### src/rtl/display_pkg.sv
// Shared constants for the multiplexed seven-segment display: segment table
// (g..a, active-low) and output polarity values.
package display_pkg;

  localparam logic [6:0] SEG_BLANK = 7'h7F;

  localparam logic AN_ON   = 1'b0;
  localparam logic AN_OFF  = 1'b1;
  localparam logic DP_ON   = 1'b0;
  localparam logic DP_OFF  = 1'b1;

  localparam logic [6:0] SEG_TABLE [16] = '{
    7'h40, 7'h79, 7'h24, 7'h30,
    7'h19, 7'h12, 7'h02, 7'h78,
    7'h00, 7'h10, 7'h08, 7'h03,
    7'h46, 7'h21, 7'h06, 7'h0E
  };

endpackage

### src/rtl/seg_decoder.sv
// Hex nibble to active-low seven-segment pattern (g..a), purely combinational.
module seg_decoder
  import display_pkg::*;
(
  input  logic [3:0] nibble,
  output logic [6:0] seg
);

  assign seg = SEG_TABLE[nibble];

endmodule

### src/rtl/multi_digit_display.sv
// Time-multiplexed hex display driver with double-buffered digit data,
// leading-zero suppression and per-slot PWM brightness.
module multi_digit_display
  import display_pkg::*;
#(
  parameter int NUM_DIGITS  = 8,
  parameter int REFRESH_DIV = 100000,
  parameter int BRIGHT_W    = 4
) (
  input  logic                    Clock,
  input  logic                    Reset,
  input  logic [4*NUM_DIGITS-1:0] digits,
  input  logic [NUM_DIGITS-1:0]   dp_in,
  input  logic [NUM_DIGITS-1:0]   blank_in,
  input  logic                    load,
  input  logic                    lz_suppress,
  input  logic [BRIGHT_W-1:0]     brightness,
  output logic [NUM_DIGITS-1:0]   AN,
  output logic [6:0]              CA,
  output logic                    DP,
  output logic                    frame_done
);

  localparam int PW = $clog2(REFRESH_DIV);
  localparam int SW = $clog2(NUM_DIGITS);
  localparam logic [31:0] STEP = 32'(REFRESH_DIV >> BRIGHT_W);

  logic [PW-1:0] prescaler;
  logic [SW-1:0] slot;
  logic          presc_wrap;
  logic          frame_edge;

  logic [4*NUM_DIGITS-1:0] pend_digits, act_digits;
  logic [NUM_DIGITS-1:0]   pend_dp, act_dp;
  logic [NUM_DIGITS-1:0]   pend_blank, act_blank;

  logic [NUM_DIGITS-1:0] lz_mask;
  logic                  lz_chain;
  logic [3:0]            cur_nib;
  logic                  cur_dp, cur_blank, cur_lz;
  logic [6:0]            dec_seg;
  logic [31:0]           on_lim;
  logic [NUM_DIGITS-1:0] an_next;
  logic [6:0]            ca_next;
  logic                  dp_next;

  assign presc_wrap = (prescaler == PW'(REFRESH_DIV - 1));
  assign frame_edge = presc_wrap && (slot == SW'(NUM_DIGITS - 1));
  assign frame_done = frame_edge & ~Reset;

  // Suppression runs from the most significant digit down and stops at the
  // first nonzero nibble or set decimal point; digit 0 is never suppressed.
  always_comb begin
    lz_chain = 1'b1;
    lz_mask  = '0;
    for (int i = NUM_DIGITS - 1; i >= 1; i--) begin
      lz_chain   = lz_chain & lz_suppress & (act_digits[4*i +: 4] == 4'h0) & ~act_dp[i];
      lz_mask[i] = lz_chain;
    end
  end

  always_comb begin
    cur_nib   = '0;
    cur_dp    = 1'b0;
    cur_blank = 1'b0;
    cur_lz    = 1'b0;
    for (int i = 0; i < NUM_DIGITS; i++) begin
      if (slot == SW'(i)) begin
        cur_nib   = act_digits[4*i +: 4];
        cur_dp    = act_dp[i];
        cur_blank = act_blank[i];
        cur_lz    = lz_mask[i];
      end
    end
  end

  seg_decoder u_seg_decoder (
    .nibble (cur_nib),
    .seg    (dec_seg)
  );

  assign on_lim = (32'(brightness) + 32'd1) * STEP;

  always_comb begin
    an_next = {NUM_DIGITS{AN_OFF}};
    if (32'(prescaler) < on_lim) an_next[slot] = AN_ON;
    if (cur_blank || cur_lz) begin
      ca_next = SEG_BLANK;
      dp_next = DP_OFF;
    end else begin
      ca_next = dec_seg;
      dp_next = cur_dp ? DP_ON : DP_OFF;
    end
  end

  always_ff @(posedge Clock) begin
    if (Reset) begin
      prescaler   <= '0;
      slot        <= '0;
      pend_digits <= '0;
      pend_dp     <= '0;
      pend_blank  <= '0;
      act_digits  <= '0;
      act_dp      <= '0;
      act_blank   <= '0;
      AN          <= {NUM_DIGITS{AN_OFF}};
      CA          <= SEG_BLANK;
      DP          <= DP_OFF;
    end else begin
      prescaler <= presc_wrap ? '0 : prescaler + PW'(1);
      if (presc_wrap) slot <= (slot == SW'(NUM_DIGITS - 1)) ? '0 : slot + SW'(1);
      if (load) begin
        pend_digits <= digits;
        pend_dp     <= dp_in;
        pend_blank  <= blank_in;
      end
      // A load on the boundary cycle lands in pending only; active takes the old pending.
      if (frame_edge) begin
        act_digits <= pend_digits;
        act_dp     <= pend_dp;
        act_blank  <= pend_blank;
      end
      AN <= an_next;
      CA <= ca_next;
      DP <= dp_next;
    end
  end

endmodule

### config.mk
export PLATFORM = sky130hd
export DESIGN_NAME = multi_digit_display
export DESIGN_NICKNAME = d
export VERILOG_FILES = /design/src/rtl/display_pkg.sv /design/src/rtl/seg_decoder.sv /design/src/rtl/multi_digit_display.sv
export SDC_FILE = /design/constraint.sdc
export NUM_CORES = 1
export LEC_CHECK = 0
export ABC_AREA = 1
export CORE_ASPECT_RATIO = 0.8
export CORE_MARGIN = 2
export CORE_UTILIZATION = 55
export DETAILED_ROUTE_END_ITERATION = 12
export GPL_ROUTABILITY_DRIVEN = 0
export MAX_ROUTING_LAYER = met4
export PLACE_DENSITY = 0.78
export SLEW_MARGIN = 30
export SYNTH_ARGS = -nofsm -noshare
export SYNTH_HDL_FRONTEND = slang
export SYNTH_SLANG_ARGS = --single-unit
### constraint.sdc
create_clock -name Clock -period 6.13 [get_ports Clock]
set_input_delay 1.5325 -clock Clock [delete_from_list [all_inputs] [get_ports Clock]]
set_output_delay 1.5325 -clock Clock [all_outputs]
set_load 0.1 [all_outputs]
==> metrics.txt, run 1 <==
Routed WL 15.2 mm; Critical Path Max Stage Delay 0.53 ns; synthesized area 6980 µm²; deepest clock path buffer count 2; # DRC 0; grt ovf 0; WP data required 6.38 ns; pin count of the biggest net entering global routing 60; crit share post-route 91.5%; core area 12300 µm²; count of cell types in the netlist 42; Crit Path Category in2reg; worst hold start act_blank[3]; commonest non-fill, non-tap cells in the layout 138 x nor2_1, 136 x nand2_1, 132 x dfxtp_1; die width 130 µm; CTS tree built; Post-Synthesis Cells 952; worst setup margin 0.522 ns; crit path launch brightness[1]; Worst R2R Path Depth 18; Die Ht 105 µm; RSZ-0062 raised after global routing false; post-placement setup slack -0.0797 ns; Worst Setup EP AN[0]; Mean Syn Cell Area 7.33 µm²; Reg-to-Reg End CA[5]; Async S/R FF share, synth 0%; ys flop type dfxtp_1; Final Net Count 1128; Worst IR Drop VDD 223 µV; TritonRoute pass-1 iters 5; Cell Pwr Density 263 nW/µm²; initial antenna violation count 0; minimum clock period 5.61 ns; critical path fanouts, max 8; slowest library cell on the worst path clkdlybuf4s50_1; layout cells sized above 1 7.33%; Arrival @ worst endpoint 5.86 ns; Top delay family on crit path adder cells; post-CTS setup buffer count 0; Clock Skews 0.00597 ns; sequential area share after synthesis 37.9%; hold buffer count at CTS 0; CTS sink cnt 132; Starting DRT DRC Count 425; Startpoint Class input pin; Max Clock Freq 178 MHz; cell mode on critical path nand2_1; post-synthesis register bit count 132; number of global-route vias before repair 5843; Post-DRT Antenna Nets 0; most common cell after layout, fill and taps aside nor2_1; Skew-Pair Late Insertion Delay 0.41 ns; Post-DP Area 7740 µm²; Num CTS Buffers 17; status finished clean; Pleak 0.00364 µW; Syn-to-layout area delta 19.3%; Yosys warning count 0; post-DR vias/cell 5.26; clock transition at the registers of the reported paths 0.06 ns; Synth top area share 37.9%; Slew HR 35.4%; Synth area leaders dfxtp_1 38%, ha_1 11%, nor2_1 7.4%; Die ar. 13600 µm²; final setup fails 0; CTS H-tree lvls 4; Hold Crit Class reg2reg; gr usage total 24.4%; final instance area 8330 µm²; Syn Nets 1069; I/O pin count 73; Vias 6278; critical path depth 28; reg2reg setup slack 3.20 ns; Avg WL per Cell 12.7 µm; Initial Utilization 56.8%; crit path capture type flip-flop; IO buf count 72; first-pass GRT wire length 26.6 mm; hpwl dp 10.9 mm; final hold vios 0; WP buf/inv 3; Inserted Diodes 0; Slew Limit Fails 0; origin of the critical flop-to-flop path slot[2]; Yosys top cell by area dfxtp_1; Max-Cap Viols 0; clock root cell clkbuf_16; # rows 36; Core Util, Final 67.7%; worst slew pin tran 0.966 ns; EDFF count, synth 0; Post-CTS Resized 0
-- area by class of cell --
class                   count  area, µm²
well taps                 171        214
clock buffers              19        453
clock inverters            12        131
multi-input cells         671       3700
inverters                 111        417
fillers                  1060       3970
flip-flops and latches    132       2640
repair buffers             78        766
-- metal layers --
layer | part of all wire (%) | vias up | wire [µm] | GRT usage [%]
met5 | 0 | - | 0 | -
met4 | 1.6 | 0 | 239 | 5.84
met3 | 6.2 | 19 | 948 | 5.12
met2 | 43 | 170 | 6600 | 36.0
met1 | 49 | 2859 | 7420 | 34.4
li1 | - | 3230 | - | -
-- state kept, by name (all words and copies together) (netlist names) --
signal and cells:
pend_dp 8, act_digits 32, act_blank 8, AN 8
pend_blank 8, DP 1, prescaler 17, slot 3
pend_digits 32, CA 7, act_dp 8
-- worst min path at each step --
stage / end / cells after the start
finish: act_blank[3] / 2
global route: prescaler[0] / 1
CTS: act_blank[3] / 2
detailed placement: act_blank[3] / 2
global placement: prescaler[0] / 1
floorplan: prescaler[0] / 1
-- cell families (layout without fill, tap and decap cells) --
family	after synthesis	in the layout	share of synthesized area, %
AND/OR/NAND/NOR	380	380	23.9
AO/OA/AOI/OAI	211	211	15.6
buffers and inverters	149	220	9.07
flip-flops	132	132	37.9
adder cells (fa/ha/maj)	61	61	11.1
XOR/XNOR	19	19	2.38
-- tightest hold or removal path, cell delays in order (launching register included) --
cell and delay, ns:
dfxtp_1 0.30, inv_1 0.06, a21oi_1 0.05
-- per-stage QoR --
step	total power [µW]	hold WS (ns)	TNS, ns	instances
floorplan	1130	0.418	0	952
global placement	1210	0.440	0	1163
detailed placement	1220	0.443	-0.538	1163
CTS	2200	0.458	0	1194
global route	2300	0.477	0	1194
finish	2190	0.454	0	1194
-- where the power goes --
part	leakage, µW	internal (µW)	switching, µW	total, µW
Combinational	0.00228	128	176	304
Sequential	0.00108	885	12.6	897
Clock	0.000277	617	374	992
-- synthesized netlist by cell type, types with 13 or more instances --
master,n
o21ai_1,27
nor3_1,24
nor2_1,138
ha_1,59
nand3_1,47
xor2_1,13
a21oi_1,85
clkbuf_1,24
inv_1,102
nand2_1,136
dfxtp_1,132
o21ai_0,89
Note: power is estimated with default switching activity, not from simulation.
==> run 2, diff against run 1 <==
Settings changed: CORE_UTILIZATION 55 to 42, HOLD_SLACK_MARGIN set to 0.15, PLACE_DENSITY 0.78 to unset, SYNTH_HIERARCHICAL set to 1.
==> run 2 against run 1 <==
  * Clock power is essentially flat
  * Hold slack is essentially flat
  * Global-route usage shrank 6.1 points
  * Worst setup slack lost 0.10 ns
  * First-iteration DRC count shrank 40%
  * Combinational power grew 6%
  * Via count shrank 10%
  * Flip-flop and latch count is the same
  * Maximum frequency shrank 1.8%
  * Largest power group unchanged
==> metrics.txt, run 2 <==
status finished clean; Skew-Pair Late Insertion Delay 0.42 ns (about the same); Comb pwr share 14.6% (+0.7 points); final hold vios 0 (unchanged); Num CTS Buffers 17 (unchanged); # rows 41 (+14%); Syn-to-layout area delta 21.4%; Async S/R FF share, synth 0% (unchanged); Slew Limit Fails 0 (unchanged); I/O pin count 73 (unchanged); Mean Syn Cell Area 7.84 µm² (+6.9%); grt ovf 0 (unchanged); clock transition at the registers of the reported paths 0.06 ns (about the same); Clock Skews 0.0197 ns (+0.0137 ns); Die Ht 118 µm (+13%); Cell Pwr Density 266 nW/µm² (+0.94%); count leader, synth nand2_1; Avg WL per Cell 12.7 µm (about the same); clock root cell clkbuf_16; Finished Layout Cells 1167 (-2.3%); Vias 5634 (-10%); Fillers 1524 (+44%); cell mode on critical path nand2_1; # DRC 0 (unchanged); most common cell after layout, fill and taps aside nand2_1; Startpoint Class input pin; slowest library cell on the worst path clkdlybuf4s50_1; Synth area leaders dfxtp_1 39%, ha_1 11%, nand2_1 7.6%; Routed WL 14.9 mm (-2.3%); Largest regs act_digits x32, pend_digits x32, prescaler x17; CTS H-tree lvls 4 (unchanged); deepest clock path buffer count 2 (unchanged); count of cell types in the netlist 45 (+7.1%); Inserted Diodes 0 (unchanged); Initial Utilization 43.2% (-14 points); Final Net Count 1058 (-6.2%); die width 147 µm (+13%); Synth top area share 38.6% (+0.76 points); Worst IR Drop VDD 198 µV (-11%); CTS tree built; EDFF count, synth 0 (unchanged); Critical Path Max Stage Delay 0.58 ns (+0.05 ns); TritonRoute pass-1 iters 4 (-1); first-pass GRT wire length 24.9 mm (-6.4%); Pleak 0.00357 µW (-2.1%); WP buf/inv 3 (unchanged); Post-Synthesis Cells 873 (-8.3%); commonest non-fill, non-tap cells in the layout 139 x nand2_1, 132 x dfxtp_1, 119 x inv_1; Starting DRT DRC Count 257 (-40%); Yosys warning count 6 (+6); worst slew pin tran 0.977 ns (+0.0110 ns); initial antenna violation count 0 (unchanged); hold buffer count at CTS 0 (unchanged); Die ar. 17300 µm² (+27%); Reg power frac 40.4% (-0.5 points); Yosys top cell by area dfxtp_1; FF/Latch Area 2640 µm² (unchanged); gr usage total 18.3% (-6.1 points); Arrival @ worst endpoint 5.97 ns (+0.11 ns); Post-DRT Antenna Nets 0 (unchanged); CTS sink cnt 132 (unchanged); hpwl dp 11.0 mm (+1.3%); P_int 1640 µW (+0.33%); ys flop type dfxtp_1; sw frac 25.9% (+0.25 points); post-CTS setup buffer count 0 (unchanged); WP data required 6.39 ns (about the same); commonest cells in the netlist 139 x nand2_1, 132 x dfxtp_1, 120 x inv_1; Top delay family on crit path adder cells; final setup fails 0 (unchanged); IO buf count 72 (unchanged); Max Clock Freq 175 MHz (-1.8%); post-DR vias/cell 4.83 (-8.2%); layout cells sized above 1 9.87% (+2.5 points); Crit Path Category in2reg; sequential area share after synthesis 38.6% (+0.76 points); Worst Hold Margin 0.454 ns (-0.000183 ns); synthesized area 6840 µm² (-2.0%); RSZ-0062 raised after global routing false; Slew HR 34.6% (-0.73 points); Cells after DPL 1136 (-2.3%); crit path capture type flip-flop; pin count of the biggest net entering global routing 60 (unchanged); critical path fanouts, max 8 (unchanged); Syn Nets 991 (-7.3%); post-synthesis register bit count 132 (unchanged); multi-input combinational cell area 3540 µm² (-4.5%); Clk pwr share 45.0% (-0.2 points); Net Switching 572 µW (+1.6%); Max-Cap Viols 0 (unchanged); number of global-route vias before repair 5194 (-11%); Hold Crit Class reg2reg; minimum clock period 5.71 ns (+0.100 ns); core area 15900 µm² (+29%); Final Power 2210 µW (+0.67%); crit share post-route 93.1% (+1.6 points)
[run 2: changes by cell type in the layout (fill, tap and decap cells not counted), moves of 8 or more]
cell,change
inv_1,+17
o21ai_2,+10
nor2_1,-101
o22ai_2,+10
nor3_1,-8
o21ai_0,-18
a21oi_1,-9
[run 2: final timing paths]
kind,startpoint,end,slack [ns],cells after the start
worst max-delay path,brightness[0],AN[4],0.42,25
worst min-delay path,pend_blank[5],pend_blank[5],0.45,2
worst max register to register,slot[0],CA[3],3.05,15
worst min register to register,pend_blank[5],pend_blank[5],0.45,2
[run 2: final cells by class]
| class | instances | area share (%) |
|---|---|---|
| Multi-Input combinational cell | 580 | 42.6 |
| Sequential cell | 132 | 31.8 |
| Timing Repair Buffer | 81 | 9.46 |
| Inverter | 128 | 5.86 |
| Clock buffer | 20 | 5.50 |
| Tap cell | 215 | 3.24 |
| Clock inverter | 11 | 1.54 |
[run 2: worst min-delay path: stages (launching register included)]
cell and delay [ns]:
dfxtp_1 0.29, inv_1 0.06, a21oi_1 0.05
[run 2: kinds of logic after synthesis]
| kind of cell | share of synthesized area, % |
|---|---|
| flops | 38.6 |
| buf+inv | 9.82 |
| xor+xnor | 2.56 |
| compound gates | 18.0 |
| fa+ha+maj | 11.6 |
| simple gates | 19.5 |
[run 2: timing repair]
item / 4_1_cts / 5_1_grt
hold endpoints to repair: 0 / 0
resized for setup: 0 / 2
setup endpoints to repair: 0 / 8
[run 2: power groups by stage]
stage                     registers, µW  logic [µW]  clock network, µW
after global placement              911         317                  0
after global routing                895         368               1050
final                               892         322                993
after CTS                           892         322               1020
after detailed placement            911         320                  0
after floorplan                     934         200                  0
[run 2: stage by stage]
stage / area [µm²] / setup TNS, ns / worst slack (ns) / util, %
6_report: 8310 / 0 / 0.422 / 52.4
3_3_place_gp: 7710 / 0 / 0.0367 / 48.6
2_1_floorplan: 6840 / 0 / 0.875 / -
4_1_cts: 8300 / 0 / 0.265 / 52.3
5_1_grt: 8310 / 0 / 0.0386 / 52.4
3_5_place_dp: 7710 / -0.805 / -0.124 / 48.7
[run 2: routing by layer]
metal,share of wire (%),routed length (µm),track usage [%]
met5,0,0,-
met4,1.6,244,6.49
met3,4.2,626,4.21
met2,41,6100,25.9
met1,53,7890,25.6
